==> src/rtl/instr_loader.sv <==
// ---------------------------------------------------------------------------
// instr_loader
//
// Program loader for the single-cycle MIPS core. Bytes arrive over a
// valid/ready handshake and are packed big-endian into 32-bit instruction
// words. Each word is written to program memory at consecutive word
// addresses, starting from 0. The processor is held in reset for the whole
// session. Every word's opcode field is checked against the opcodes the
// control unit decodes. Unsupported opcodes raise a sticky error flag, and
// the address of the first offending word is recorded.
//
// Ports
//   i_clk          system clock, rising edge
//   i_reset        synchronous, active-high reset
//   i_start        begin a load session (sampled only when idle)
//   i_word_count   number of words to load, clamped to the memory depth
//   i_byte_in      stream byte
//   i_byte_valid   stream byte valid
//   o_byte_ready   a byte is accepted this cycle if i_byte_valid is high
//   o_mem_we       program-memory write strobe, one cycle per word
//   o_mem_addr     word address of the write
//   o_mem_wdata    assembled instruction word
//   o_cpu_hold     holds the processor in reset while high
//   o_busy         session in progress
//   o_done         one-cycle pulse at the end of a session
//   o_err_opcode   sticky: an unsupported opcode was loaded
//   o_err_addr     address of the first unsupported word
// ---------------------------------------------------------------------------
module instr_loader #(
  parameter int ADDR_WIDTH = 6
) (
  input  logic                  i_clk,
  input  logic                  i_reset,
  input  logic                  i_start,
  input  logic [ADDR_WIDTH:0]   i_word_count,
  input  logic [7:0]            i_byte_in,
  input  logic                  i_byte_valid,
  output logic                  o_byte_ready,
  output logic                  o_mem_we,
  output logic [ADDR_WIDTH-1:0] o_mem_addr,
  output logic [31:0]           o_mem_wdata,
  output logic                  o_cpu_hold,
  output logic                  o_busy,
  output logic                  o_done,
  output logic                  o_err_opcode,
  output logic [ADDR_WIDTH-1:0] o_err_addr
);

  // Memory depth expressed in the word-count width (one extra bit so that a
  // full memory's worth of words is representable).
  localparam logic [ADDR_WIDTH:0] MAX_N   = {1'b1, {ADDR_WIDTH{1'b0}}};
  localparam logic [ADDR_WIDTH:0] IDX_ONE = {{ADDR_WIDTH{1'b0}}, 1'b1};

  typedef enum logic [1:0] {
    S_IDLE,
    S_RECV,
    S_WRITE,
    S_DONE
  } state_t;

  state_t                r_state;
  state_t                w_state_next;

  logic [ADDR_WIDTH:0]   r_n;          // words to load this session
  logic [ADDR_WIDTH:0]   r_word_idx;   // index of the word being assembled
  logic [1:0]            r_byte_cnt;   // bytes collected for current word
  logic [31:0]           r_word;       // big-endian assembly register
  logic                  r_err_opcode;
  logic [ADDR_WIDTH-1:0] r_err_addr;

  logic                  w_accept;
  logic                  w_last_word;
  logic [ADDR_WIDTH:0]   w_n_clamped;
  logic                  w_opcode_ok;

  // Ready is decoded from state only, so accept needs no input-to-output path.
  assign w_accept    = (r_state == S_RECV) && i_byte_valid;
  assign w_last_word = ((r_word_idx + IDX_ONE) == r_n);
  assign w_n_clamped = (i_word_count > MAX_N) ? MAX_N : i_word_count;

  // Opcodes decoded by the core's control unit.
  always_comb begin
    w_opcode_ok = 1'b0;
    case (r_word[31:26])
      6'h00, 6'h02, 6'h03, 6'h04, 6'h05, 6'h08,
      6'h0c, 6'h0d, 6'h0f, 6'h23, 6'h2b: w_opcode_ok = 1'b1;
      default:                           w_opcode_ok = 1'b0;
    endcase
  end

  // State register.
  always_ff @(posedge i_clk) begin
    if (i_reset) begin
      r_state <= S_IDLE;
    end else begin
      r_state <= w_state_next;
    end
  end

  // Next-state and state-decoded outputs.
  always_comb begin
    w_state_next = r_state;
    o_byte_ready = 1'b0;
    o_mem_we     = 1'b0;
    o_busy       = 1'b0;
    o_done       = 1'b0;
    case (r_state)
      S_IDLE: begin
        if (i_start) begin
          w_state_next = (i_word_count == '0) ? S_DONE : S_RECV;
        end
      end
      S_RECV: begin
        o_byte_ready = 1'b1;
        o_busy       = 1'b1;
        if (w_accept && (r_byte_cnt == 2'd3)) begin
          w_state_next = S_WRITE;
        end
      end
      S_WRITE: begin
        o_mem_we     = 1'b1;
        o_busy       = 1'b1;
        w_state_next = w_last_word ? S_DONE : S_RECV;
      end
      S_DONE: begin
        o_done       = 1'b1;
        o_busy       = 1'b1;
        w_state_next = S_IDLE;
      end
      default: begin
        w_state_next = S_IDLE;
      end
    endcase
  end

  // Datapath: word assembly, word index and opcode error tracking.
  always_ff @(posedge i_clk) begin
    if (i_reset) begin
      r_n          <= '0;
      r_word_idx   <= '0;
      r_byte_cnt   <= '0;
      r_word       <= '0;
      r_err_opcode <= 1'b0;
      r_err_addr   <= '0;
    end else begin
      case (r_state)
        S_IDLE: begin
          if (i_start) begin
            r_n          <= w_n_clamped;
            r_word_idx   <= '0;
            r_byte_cnt   <= '0;
            r_err_opcode <= 1'b0;
            r_err_addr   <= '0;
          end
        end
        S_RECV: begin
          if (w_accept) begin
            // Earlier bytes shift toward the MSB; the 4th lands in [7:0].
            r_word     <= {r_word[23:0], i_byte_in};
            r_byte_cnt <= r_byte_cnt + 2'd1;
          end
        end
        S_WRITE: begin
          r_word_idx <= r_word_idx + IDX_ONE;
          if (!w_opcode_ok) begin
            r_err_opcode <= 1'b1;
            if (!r_err_opcode) begin
              r_err_addr <= r_word_idx[ADDR_WIDTH-1:0];
            end
          end
        end
        default: begin
        end
      endcase
    end
  end

  assign o_mem_addr   = r_word_idx[ADDR_WIDTH-1:0];
  assign o_mem_wdata  = r_word;
  assign o_cpu_hold   = o_busy;
  assign o_err_opcode = r_err_opcode;
  assign o_err_addr   = r_err_addr;

endmodule

==> config.mk <==
export PLATFORM = sky130hd
export DESIGN_NAME = instr_loader
export DESIGN_NICKNAME = d
export VERILOG_FILES = /design/src/rtl/instr_loader.sv
export SDC_FILE = /design/constraint.sdc
export NUM_CORES = 1
export LEC_CHECK = 0
export CAP_MARGIN = 15
export CORE_UTILIZATION = 53
export CTS_BUF_LIST = sky130_fd_sc_hd__clkbuf_8
export DETAILED_ROUTE_END_ITERATION = 6
export HOLD_SLACK_MARGIN = 0.12
export PLACE_DENSITY = 0.85
export SKIP_CTS_REPAIR_TIMING = 1
export SLEW_MARGIN = 40
export SYNTH_ARGS = -nofsm -noshare
export SYNTH_HDL_FRONTEND = slang
export SYNTH_SLANG_ARGS = --single-unit
==> constraint.sdc <==
create_clock -name i_clk -period 5.03 [get_ports i_clk]
set_input_delay 1.509 -clock i_clk [delete_from_list [all_inputs] [get_ports i_clk]]
set_output_delay 1.509 -clock i_clk [all_outputs]
set_load 0.02 [all_outputs]
# After elaboration in Yosys (flattened, before gate mapping)
# Index checks and enable logic that the tools add are counted.
# totals
reg_bits	57
word_cells	69
in_bits	19
# op_classes
muxes	23
reduce_logical	16
n_addsub	2
n_lt_le_gt_ge	1
eq_ne	20
# ops
operator	n
6-bit by 4-bit equality test with 1-bit output, second input constant	4
6-bit two-way mux	3
7-bit two-way mux	2
7-bit case mux with 2 select lines	1
6-bit by 2-bit equality test with 1-bit output, second input constant	2
6-bit by 3-bit equality test with 1-bit output, second input constant	2
6-bit equality test, second input constant	2
2-bit two-way mux	6
6-bit case mux with 2 select lines	1
11-bit OR reduction	1
2-bit != test, second input constant	4
2-bit case mux with 4 select lines	1
2-bit AND reduction	4
7-bit by 1-bit adder with 7-bit output, second input constant	1
7-bit equality test	1
7-bit > comparator, second input constant	1
7-bit logical NOT	1
1-bit two-way mux	7
2-bit equality test, second input constant	3
6-bit logical NOT	1
3-bit AND reduction	2
2-bit case mux with 2 select lines	1
4-bit AND reduction	1
2-bit nonzero test	2
other kinds (7)	8

# Depth between registers and ports, before layout
# Gate-level depths: netlist of run 1.
# logic_depth
ltp_word	5
depth_mapped	7
ltp_nobuf	6

# Worst setup path after synthesis of run 1
# Ideal clock, no wire load.
# synth_timing
kind	register -> output
from	register r_state[0]
to	output o_cpu_hold
n_path_buf	2
path_slack_ns	2.482
stages_incl_launch_ff	4
t_arrival_ns	1.039
cell_sequence	dfxtp_1 > clkbuf_1 > or2_2 > buf_4
# synth_via
elab_chain_len	3
elab_cells_between_ends	5
classes_between	eq/ne: 3; mux: 1; reduce/logical: 1
# synth_rtl
item	line	rtl
from (decl)	61	state_t r_state;
from (signal assigned)	96	r_state <= w_state_next;
2-bit by 1-bit equality test with 1-bit output or 2-bit equality test (tied branches)	107	case (r_state)
3-bit OR reduction (no line) (*)	n/a	
1-bit two-way mux (*)	107	
to (decl)	42	output logic o_cpu_hold,
# Every way passes the cells marked *; elsewhere a longest branch is shown, timed or not.

# Final worst setup path of run 1
# layout_timing
from	register r_state[0]
to	output o_mem_we
# layout_via
elab_chain_len	2
# layout_rtl
item	line	rtl
2-bit equality test	107	
1-bit two-way mux	107	
to (decl)	39	output logic o_mem_we,
# Every way passes these cells.

==> results.json, run 1 <==
{
  "drv_slew": 0,
  "cts_tree": "yes",
  "cts_sinks": 57,
  "core_area_mm2": 0.00447,
  "hold_slack_ns": 0.461,
  "syn_inst": 325,
  "required_ns": 3.52,
  "outcome": "complete, but fails checks",
  "h-tree-depth": 3,
  "max_cap_violations": 0,
  "dp_hpwl_mm": 3.98,
  "boundaryPins": 69,
  "antenna_found_initial": 0,
  "antenna_cells": 0,
  "synth-edff-count": 0,
  "syn_area_per_cell_um2": 7.77,
  "dr.pass1.iters": 7,
  "path_clk_slew_ns": 0.06,
  "syn-cell-area_mm2": 0.00252,
  "cp-end-kind": "output port",
  "tightestPinTransition_ns": 0.592,
  "min_path_type": "reg2reg",
  "criticalPathCategory": "reg2out",
  "grt_start_max_net_pins": 52,
  "period_minus_slack_ns": 3.71,
  "finalCritPeriodShare_pct": 73.8,
  "layout.cells.non_filler": 434,
  "fmax_mhz": 269,
  "grt_pass1_vias": 2180,
  "synth-seq-cells": 57,
  "core.rowCount": 24,
  "drive_gt1_share_pct": 5.76,
  "place_inst": 418,
  "synthToLayoutAreaGrowth_pct": 32.1,
  "yosysUniqueCellTypes": 38,
  "yosys_warnings": 0,
  "num_vias": 2404,
  "cts_buffer_depth": 2,
  "ys.flop_type": "dfxtp_1",
  "synthArstFlopShare_pct": 0,
  "irDropWorstVdd_mv": 0.259,
  "synth_top_area_share_pct": 45.2,
  "fill_cells": 342,
  "post_synth_main_area_contributors": "dfxtp_1 (45%), nand2_1 (13%), a21oi_1 (9.5%), nor2_1 (3.9%), nand3b_1 (3.6%)",
  "start_util_pct": 56.4,
  "powerDensity_mw_per_mm2": 299,
  "drt-vias-per-instance": 5.54,
  "fin_skew_ns": 0.00523,
  "die_h_um": 71.0,
  "finalHoldViolCount": 0,
  "fin_tns_setup_ns": 0,
  "drcViolationCount": 6,
  "cts_inserted_buffers": 9,
  "root_buffer": "clkbuf_8",
  "first_iter_violations": 153,
  "drt-total-wl_mm": 6.00,
  "finalWeightedCongestion": 0.831,
  "grt_util_all_layers_pct": 26.0,
  "slew_headroom_pct": 60.4,
  "yosysSeqAreaShare_pct": 45.2,
  "synthesis.nets": 346,
  "grt_pass1_wl_mm": 10.1,
  "leakage_uw": 0.00118,
  "die_w_um": 71.0,
  "start_kind": "register",
  "crit_arrival_ns": 2.20,
  "die-area_mm2": 0.00504,
  "layout.nets": 398,
  "numPortBuffers": 68,
  "setup-violations-final": 0,
  "clock_latency_ns": 0.33,
  "violations": "DRC",
  "rsz0062_at_grt": "no",
  "synth_top_area_cell": "dfxtp_1",
  "grt_overflow_total": 0,
  "postRouteAntennaNets": 0,
  "drt-wirelength-per-cell_um": 13.8,
  "worst-path-max-fanout": 15
}
power by group:
group	internal (µW)	total (µW)	switching, µW
Combinational	46.2	109	63.2
Clock	238	416	177
Sequential	461	473	11.6
routing by layer:
layer	routed length [µm]	part of all wire (%)	GRT usage (%)	vias to the layer above
met1	2850	47	36.1	1130
met5	0	0	0	-
met2	2740	46	37.9	70
met4	93	1.5	12.2	0
met3	321	5.3	6.70	9
li1	-	-	-	1195
synth_stat cells, drive strengths merged, types with 4 or more instances:
cell type  instances
nor2              26
a22oi              5
dfxtp             57
nand2             86
clkbuf            10
buf               19
a21oi             48
o21ai             11
nand3b            12
nor2b              4
xnor2              6
a41oi              6
cell usage in the layout, fill, tap and decap left out, types with 2 or more instances in the layout:
cell type / count
o21ai_1: 6
and3_1: 3
o21ai_0: 5
ha_1: 2
buf_4: 2
clkinvlp_4: 2
xnor2_1: 6
a22oi_1: 5
xor2_1: 3
nand2_1: 85
clkdlybuf4s50_1: 67
dfxtp_1: 57
nand2b_1: 3
nor2b_1: 4
nand3_1: 3
inv_1: 2
nor2_1: 26
and2_1: 3
nor4_1: 2
a21oi_1: 48
clkbuf_8: 10
clkinv_2: 2
nand3b_1: 12
a41oi_1: 6
flip-flops by register name, summed over array words and instances (netlist names):
name,count
r_n,7
r_state,2
r_byte_cnt,2
o_mem_wdata,32
o_err_addr,6
o_err_opcode,1
r_word_idx,7
cell families (layout without fill, tap and decap cells):
| kind of cell | after synthesis | count (layout) | share of synthesized area (%) |
|---|---|---|---|
| adder cells (fa/ha/maj) | 2 | 2 | 0.991 |
| XOR/XNOR | 9 | 9 | 3.12 |
| AND/OR/NAND/NOR | 152 | 152 | 27.9 |
| flip-flops | 57 | 57 | 45.2 |
| AO/OA/AOI/OAI | 75 | 75 | 16.9 |
| buffers and inverters | 30 | 87 | 5.90 |
cell type report:
type	count	area, µm²	area share [%]
flip-flops and latches	57	1140	34.2
multi-input cells	238	1240	37.1
clock inverters	6	58.8	1.76
well taps	52	65.1	1.95
clock buffers	10	138	4.13
repair buffers	70	691	20.7
inverters	1	3.75	0.113
worst paths after layout:
kind / start / endpoint / slack (ns) / cells past startpoint
worst max-delay path: r_state[0] / o_mem_we / 1.32 / 3
worst min-delay path: o_mem_wdata[24] / o_mem_wdata[24] / 0.46 / 2
worst max register to register: r_state[0] / r_byte_cnt[0] / 3.10 / 6
worst min register to register: o_mem_wdata[24] / o_mem_wdata[24] / 0.46 / 2
critical path: stages (launching register included):
cell and delay [ns]:
dfxtp_1 0.60, nand2b_1 0.39, inv_1 0.28, clkdlybuf4s50_1 0.61
metrics by stage:
stage               cell area, µm²  util, %  setup WS (ns)  total power [µW]
floorplan                     2520        -           2.48               550
global placement              3140     70.1           1.73               589
detailed placement            3140     70.1           1.71               590
CTS                           3330     74.5           1.34              1000
global route                  3330     74.5           1.17              1040
finish                        3330     74.5           1.32               998
Power figures use the tool's default switching activity.
==> run 2, diff against run 1 <==
--- a/config.mk
+++ b/config.mk
@@ -6,11 +6,11 @@
 export NUM_CORES = 1
 export LEC_CHECK = 0
 export CAP_MARGIN = 15
-export CORE_UTILIZATION = 53
+export CORE_UTILIZATION = 50
 export CTS_BUF_LIST = sky130_fd_sc_hd__clkbuf_8
 export DETAILED_ROUTE_END_ITERATION = 6
 export HOLD_SLACK_MARGIN = 0.12
-export PLACE_DENSITY = 0.85
+export PLACE_DENSITY = 0.81
 export SKIP_CTS_REPAIR_TIMING = 1
 export SLEW_MARGIN = 40
 export SYNTH_ARGS = -nofsm -noshare
==> constraint.sdc (replaced) <==
create_clock -name i_clk -period 3.75 [get_ports i_clk]
set_input_delay 1.125 -clock i_clk [delete_from_list [all_inputs] [get_ports i_clk]]
set_output_delay 1.125 -clock i_clk [all_outputs]
set_load 0.02 [all_outputs]
==> run 2 against run 1 <==
Compared with the run above: the flow now finishes without violations; setup slack lost 0.88 ns; die area increased by 5.8%; first-iteration DRC count increased by 8.5%; sequential share of layout area decreased by 0.94 points; cell count rose by 3.9%; final area up 2.8%.
==> results.json, run 2 (same netlist as run 1, synthesis figures left out) <==
{
  "finalCritPeriodShare_pct": 88.2,
  "root_buffer": "clkbuf_8",
  "postRouteAntennaNets": 0,
  "period_minus_slack_ns": 3.31,
  "cts_inserted_buffers": 9,
  "synthToLayoutAreaGrowth_pct": 35.8,
  "grt_util_all_layers_pct": 23.7,
  "drcViolationCount": 0,
  "comb_power_share_pct": 9.7,
  "antenna_cells": 0,
  "tightestPinTransition_ns": 0.656,
  "grt_start_max_net_pins": 50,
  "cts_buffer_depth": 2,
  "finalWeightedCongestion": 0.822,
  "fin_skew_ns": 0.00994,
  "swShare_pct": 22.7,
  "min_delay_path_depth": 2,
  "min_to": "o_mem_wdata[24]",
  "num_vias": 2365,
  "core_area_mm2": 0.00479,
  "drive_gt1_share_pct": 5.73,
  "crit_arrival_ns": 2.18,
  "dp_hpwl_mm": 3.96,
  "fin_tns_setup_ns": 0,
  "core.rowCount": 25,
  "drt-vias-per-instance": 5.24,
  "ff2ff_path_depth": 5,
  "reg2reg_from": "r_state[0]",
  "leakage_uw": 0.00122,
  "setup-violations-final": 0,
  "layout.cells.non_filler": 451,
  "grt_pass1_vias": 2028,
  "min_path_type": "reg2reg",
  "final_common_cell": "nand2_1",
  "drv_slew": 0,
  "min-delay-start": "o_mem_wdata[24]",
  "outcome": "complete, no violations",
  "path_clk_slew_ns": 0.07,
  "share_seq_of_total_power_pct": 41.3,
  "antenna_found_initial": 0,
  "required_ns": 2.62,
  "h-tree-depth": 3,
  "p_switching_uw": 348,
  "drt-wirelength-per-cell_um": 13.4,
  "finalHoldViolCount": 0,
  "start_kind": "register",
  "place_inst": 435,
  "max_cap_violations": 0,
  "slew_headroom_pct": 56.3,
  "grt_overflow_total": 0,
  "die_h_um": 73.1,
  "first_iter_violations": 166,
  "cts_sinks": 57,
  "clock_latency_ns": 0.34,
  "criticalPathCategory": "reg2out",
  "die-area_mm2": 0.00534,
  "layout.nets": 400,
  "r2r_end": "o_mem_wdata[29]",
  "hold_slack_ns": 0.459,
  "r2r_slack_ns": 1.67,
  "worst-path-max-fanout": 15,
  "powerDensity_mw_per_mm2": 447,
  "grt_pass1_wl_mm": 9.59,
  "boundaryPins": 69,
  "rsz0062_at_grt": "no",
  "cts_tree": "yes",
  "irDropWorstVdd_mv": 0.462,
  "start_util_pct": 52.8,
  "p_clk_share_pct": 49.0,
  "mostFrequentLayoutCells": "nand2_1 (86), clkdlybuf4s50_1 (67), dfxtp_1 (57)",
  "drt-total-wl_mm": 6.05,
  "numPortBuffers": 68,
  "internal-power_uw": 1190,
  "dr.pass1.iters": 5,
  "die_w_um": 73.1,
  "largest_register_ffs": 32,
  "fmax_mhz": 302,
  "cp-end-kind": "output port"
}
## run 2: cell types whose count changed in the layout (fill, tap and decap cells not counted)
cell / before / now
clkbuf_8: 10 / 9
buf_4: 2 / 4
nand2_1: 85 / 86
clkinvlp_4: 2 / 1
inv_1: 2 / 3
bufinv_16: 1 / 4
nand2_2: 1 / 0
clkinv_2: 2 / 0
## run 2: power groups by stage
stage               Sequential (µW)  Clock [µW]  Combinational, µW
CTS                             633         761                149
global route                    635         787                164
finish                          633         751                149
detailed placement              647           0                148
floorplan                       647           0               90.7
global placement                646           0                147
## run 2: routing by layer
metal / vias up / share of wire [%] / global-route usage (%)
li1: 1196 / - / -
met1: 1102 / 48 / 33.0
met2: 60 / 46 / 34.9
met3: 7 / 4.5 / 4.70
met4: 0 / 1.6 / 11.8
met5: - / 0 / 0
## run 2: area by class of cell
class,count,area (µm²)
clock buffers,9,124
clock inverters,7,135
fillers,401,1360
inverters,1,3.75
multi-input cells,238,1230
flip-flops and latches,57,1140
well taps,67,83.8
repair buffers,72,706
## run 2: how the worst max path moves through the flow
stage                           from          to  slack (ns)  cells past startpoint
final                     r_state[0]    o_mem_we        0.44                      3
after global routing      r_state[0]    o_mem_we        0.27                      3
after detailed placement  r_state[0]    o_mem_we        0.81                      3
after CTS                 r_state[0]    o_mem_we        0.45                      3
after floorplan           r_state[0]  o_cpu_hold        1.59                      3
after global placement    r_state[0]    o_mem_we        0.85                      3
## run 2: metrics by stage
step                util, %  instance area, µm²  total power [µW]  setup WS, ns
finish                 71.6                3430              1530         0.442
global route           71.6                3430              1590         0.265
CTS                    71.6                3430              1540         0.447
detailed placement     66.2                3170               794         0.810
global placement       66.2                3170               793         0.854
floorplan                 -                2520               738          1.59
## run 2: critical path, stage by stage, from the launching register on
cell             delay (ns)
dfxtp_1                0.58
nand2b_1               0.38
inv_1                  0.28
clkdlybuf4s50_1        0.61
